[config.mk]
export PLATFORM = sky130hd
export DESIGN_NAME = key_expand_seq
export DESIGN_NICKNAME = d
export VERILOG_FILES = /design/src/rtl/key_expand_seq.sv
export SDC_FILE = /design/constraint.sdc
export NUM_CORES = 2
export LEC_CHECK = 0
export ABC_CLOCK_PERIOD_IN_PS = 33800
export CORE_ASPECT_RATIO = 0.9
export CORE_MARGIN = 2
export CORE_UTILIZATION = 55
export CTS_CLUSTER_DIAMETER = 100
export DETAILED_ROUTE_END_ITERATION = 10
export GPL_ROUTABILITY_DRIVEN = 1
export PLACE_DENSITY = 0.76
export SLEW_MARGIN = 20
export SYNTH_ARGS = -nofsm -noshare
export SYNTH_HDL_FRONTEND = slang
export SYNTH_SLANG_ARGS = --single-unit
[constraint.sdc]
create_clock -name clk -period 33.8 [get_ports clk]
set_input_delay 8.45 -clock clk [delete_from_list [all_inputs] [get_ports clk]]
set_output_delay 8.45 -clock clk [all_outputs]
set_load 0.005 [all_outputs]
[src/rtl/key_expand_seq.sv]
// AES key expansion: streams w[0..4*(NK+7)-1] one word per valid/ready transfer, first word one cycle after start.
// Next word is formed combinationally from an NK-word history; word_ready low freezes all state.

module bsbox (
  input  logic [7:0] a,
  output logic [7:0] s
);

  function automatic logic [7:0] gf_mul(input logic [7:0] x, input logic [7:0] y);
    logic [7:0] p;
    logic [7:0] t;
    p = 8'h00;
    t = x;
    for (int k = 0; k < 8; k++) begin
      if (y[k]) p = p ^ t;
      t = {t[6:0], 1'b0} ^ (t[7] ? 8'h1b : 8'h00);
    end
    return p;
  endfunction

  // Multiplicative inverse as x^254; zero maps to zero naturally.
  function automatic logic [7:0] gf_inv(input logic [7:0] x);
    logic [7:0] r;
    logic [7:0] e;
    r = 8'h01;
    e = 8'hfe;
    for (int k = 7; k >= 0; k--) begin
      r = gf_mul(r, r);
      if (e[k]) r = gf_mul(r, x);
    end
    return r;
  endfunction

  logic [7:0] inv;

  always_comb begin
    inv = gf_inv(a);
    s = inv ^ {inv[6:0], inv[7]} ^ {inv[5:0], inv[7:6]} ^ {inv[4:0], inv[7:5]}
        ^ {inv[3:0], inv[7:4]} ^ 8'h63;
  end

endmodule

module key_expand_seq #(
  parameter int NK = 4
) (
  input  logic         clk,
  input  logic         rst,
  input  logic         start,
  input  logic [255:0] key_in,
  output logic         busy,
  output logic         word_valid,
  input  logic         word_ready,
  output logic [31:0]  word_out,
  output logic [5:0]   word_idx,
  output logic         done
);

  localparam int         TOTAL    = 4 * (NK + 7);
  localparam logic [5:0] LAST_IDX = 6'(TOTAL - 1);
  localparam logic [5:0] NK_IDX   = 6'(NK);
  localparam logic [2:0] LAST_POS = 3'(NK - 1);

  generate
    if (NK != 4 && NK != 6 && NK != 8) begin : g_bad_nk
      $error("key_expand_seq: NK must be 4, 6 or 8");
    end
  endgenerate

  typedef enum logic [1:0] {IDLE, EMIT, FIN} state_t;

  state_t      state_q, state_d;
  logic [31:0] hist_q [NK];
  logic [5:0]  idx_q;
  logic [2:0]  pos_q;
  logic [7:0]  rcon_q;

  logic        xfer;
  logic        expand_phase;
  logic [31:0] prev_w, sub_in, sub_out, temp, next_w;

  assign xfer         = (state_q == EMIT) && word_ready;
  assign expand_phase = (idx_q >= NK_IDX);
  assign prev_w       = hist_q[NK-1];
  assign sub_in       = (pos_q == 3'd0) ? {prev_w[23:0], prev_w[31:24]} : prev_w;

  // One S-box lane per byte; the rotation is applied on the input mux only.
  for (genvar b = 0; b < 4; b++) begin : g_sbox
    bsbox u_sbox (.a(sub_in[8*b +: 8]), .s(sub_out[8*b +: 8]));
  end

  // While idx < NK the history still holds raw key words, so w[i] is simply its oldest entry.
  always_comb begin
    temp = prev_w;
    if (pos_q == 3'd0)
      temp = sub_out ^ {rcon_q, 24'h000000};
    else if (NK == 8 && pos_q == 3'd4)
      temp = sub_out;
    next_w = expand_phase ? (hist_q[0] ^ temp) : hist_q[0];
  end

  always_ff @(posedge clk or posedge rst) begin
    if (rst) state_q <= IDLE;
    else     state_q <= state_d;
  end

  always_comb begin
    state_d    = state_q;
    busy       = 1'b1;
    word_valid = 1'b0;
    done       = 1'b0;
    word_out   = 32'h0;
    word_idx   = 6'h0;
    case (state_q)
      IDLE: begin
        busy = 1'b0;
        if (start) state_d = EMIT;
      end
      EMIT: begin
        word_valid = 1'b1;
        word_out   = next_w;
        word_idx   = idx_q;
        if (word_ready && idx_q == LAST_IDX) state_d = FIN;
      end
      FIN: begin
        done    = 1'b1;
        state_d = IDLE;
      end
      default: state_d = IDLE;
    endcase
  end

  always_ff @(posedge clk or posedge rst) begin
    if (rst) begin
      for (int j = 0; j < NK; j++) hist_q[j] <= 32'h0;
      idx_q  <= 6'h0;
      pos_q  <= 3'h0;
      rcon_q <= 8'h01;
    end else if (state_q == IDLE && start) begin
      for (int j = 0; j < NK; j++) hist_q[j] <= key_in[255 - 32*j -: 32];
      idx_q  <= 6'h0;
      pos_q  <= 3'h0;
      rcon_q <= 8'h01;
    end else if (xfer) begin
      // Key words rotate through the history unchanged, so after NK transfers it holds w[0..NK-1].
      for (int j = 0; j < NK - 1; j++) hist_q[j] <= hist_q[j+1];
      hist_q[NK-1] <= next_w;
      idx_q <= idx_q + 6'd1;
      pos_q <= (pos_q == LAST_POS) ? 3'd0 : pos_q + 3'd1;
      if (expand_phase && pos_q == 3'd0)
        rcon_q <= {rcon_q[6:0], 1'b0} ^ (rcon_q[7] ? 8'h1b : 8'h00);
    end
  end

endmodule

==> reports/qor.yml <==
cp_slowest_cell: "xnor3_2"
totalWireLength_um: 213000
max_slew_margin: 0.277
numPlacedInstances: 9867
syn_area_um2: 67000
synth-seq-cells: 147
max_stage_delay_ns: 0.60
worstSetupPathType: "register to output port"
min_path_cells: 2
io_pins: 301
cts.sinks: 147
critPathRequiredTime_ns: 25.35
insertion_delay_ns: 0.43
rsz0062_at_grt: "yes"
cts_max_path_buffers: 2
synth-seq-area-share: 0.0549
r2r_end: "prev_w[10]"
synth_xor_area_frac: 0.473
endpoint: "word_out[25]"
muxShareOfSynthArea: 0.0587
drv_cap: 0
finalCritPeriodShare: 0.973
rr_startpoint: "pos_q[0]"
htreeDepth: 4
reg2reg_slack_ns: 10.26
synth-edff-count: 0
syn_inst: 8442
rows: 121
clk_pin_slew_worst_paths_ns: 0.07
hold_violations: 0
worstPathArrival_ns: 24.42
ctsRootBufferMaster: "clkbuf_16"
die_area_um2: 125000
grt_max_degree: 88
wire_per_inst_um: 21.3
final_cell_mix: "xnor2_1, nor2_1, nand2_1"
start_kind: "register"
io_buffers: 172
drive_gt1_frac: 0.121
antenna_found_initial: 17
synth-adder-area-share: 0.00523
synthArstFlopShare: 1.00
yosys_warnings: 0
drc: 0
die_h_um: 335
vias_per_cell: 6.42
cts_inserted_buffers: 17
ant_nets: 0
netlist-cell-type-count: 132
avgSynthCellArea_um2: 7.94
skew_ns: 0.00940
drt_first_iter_violations: 8386
grtUsageTotal: 0.324
endpoint_kind: "output port"
overflow: 0
r2r_cells: 76
final_common_cell: "xnor2_1"
die_x_um: 372
grt_pass1_vias: 59300
synth_top_area_cell: "xnor2_1"
cts_hold_buf: 0
layoutNonFillerInstCount: 9994
synth_ff_type: "dfrtp_1"
tightestPinTransition_ns: 1.08
cp_max_fo: 45
synth_compound_gate_area_share: 0.166
synth_top_area_share: 0.175
synth_top_family_by_area: "XOR/XNOR gates"
cts_tree: "done"
critical_path.startpoint: "pos_q[0]"
finalMaxSlewViolations: 0
vias: 64100
yosys-top-cells-area: "xnor2_1, xnor3_1, xor2_1, nor2_1, dfrtp_1"
holdCritPathClass: "register to register"
synthSimpleGateAreaFrac: 0.193
pre_cts_slack_ns: -0.0522
fmax_mhz: 30.4
synthesis.nets: 8730
globalplace.congestion: 0.951
layout_setup_ws_ns: 0.927
status: "complete, no violations"
core_um2: 121000
initial_utilization: 0.554
path_common_cell: "xnor2_1"
dp_hpwl_um: 151000
syn_to_final_growth_pct: 9.27
dr.pass1.iters: 9
grt_pass1_wl_um: 331000
period_needed_ns: 32.87
nNetsFinal: 8662
finalSetupViolations: 0
==> final cells by class <==
| class | instances | area, µm² |
|---|---|---|
| inverter | 91 | 353 |
| timing repair buffer | 572 | 4910 |
| antenna | 8 | 20.0 |
| clock buffer | 21 | 450 |
| multi-input combinational | 7545 | 61700 |
| clock inverter | 11 | 130 |
| tap | 1599 | 2000 |
| fill | 10200 | 47800 |
| sequential | 147 | 3680 |
==> sequential cells by signal, summed over array words and instances (netlist names) <==
name and cells:
hist_q 96, prev_w 32, rcon_q 8, idx_q 6
pos_q 3, state_q 2
==> what timing repair did <==
item,4_1_cts,5_1_grt
endpoints found under the setup margin,22,32
setup buffers,2,81
pin swaps,0,37
hold endpoints to repair,0,0
resized for setup,16,182
gates cloned,0,4
==> cell usage after synthesis (148+ instances only) <==
master / number
xnor2_1: 1338
nor2_1: 1180
nand2_1: 959
xor2_1: 527
xnor3_1: 440
clkbuf_1: 398
a21oi_1: 340
mux2i_1: 266
o21ai_0: 261
nor3_1: 184
nand3_1: 173
buf_2: 148
==> layer usage <==
metal	routed length (µm)	GRT usage	share of wire	up-vias
met3	26700	0.0672	0.13	508
met1	87800	0.467	0.41	30400
met5	103	0	0.00048	-
met4	5990	0.0914	0.028	14
met2	92700	0.488	0.43	3989
li1	-	-	-	29200
==> metrics by stage <==
stage / hold slack [ns] / instance area [µm²] / util / TNS [ns]
6_report: 0.483 / 73200 / 0.605 / 0
5_1_grt: 0.496 / 73200 / 0.605 / -0.792
4_1_cts: 0.482 / 71300 / 0.590 / -0.122
3_5_place_dp: 0.465 / 70600 / 0.584 / -0.0785
3_3_place_gp: 0.461 / 70600 / 0.584 / 0
2_1_floorplan: 0.446 / 67000 / - / 0
==> worst min path at each step <==
stage / start / endpoint / slack [ns]
after detailed placement: hist_q[38] / hist_q[38] / 0.46
after CTS: hist_q[38] / hist_q[38] / 0.48
after global routing: hist_q[95] / hist_q[95] / 0.50
after global placement: hist_q[32] / hist_q[32] / 0.46
final: hist_q[38] / hist_q[38] / 0.48
after floorplan: hist_q[32] / hist_q[32] / 0.45
==> critical path: cells and delay by family (launching register included) <==
kind	cells	cell delay (ns)
and+or+nand+nor	12	2.15
AOI/OAI and AO/OA	13	2.92
adders and majority gates	7	2.47
xor gates and xnor gates	39	12.01
DFF	1	0.41
muxes	5	1.40
buffers and inverters	12	2.59
==> cells by family after synthesis <==
kind of cell,count (synthesis)
buf+inv,753
xor+xnor,2579
fa+ha+maj,28
flops,147
mux,364
simple gates,2952
compound gates,1619
Power is left out: the tool's default activity adds up to more than one toggle a clock period on the data nets, which glitch-free logic cannot reach.
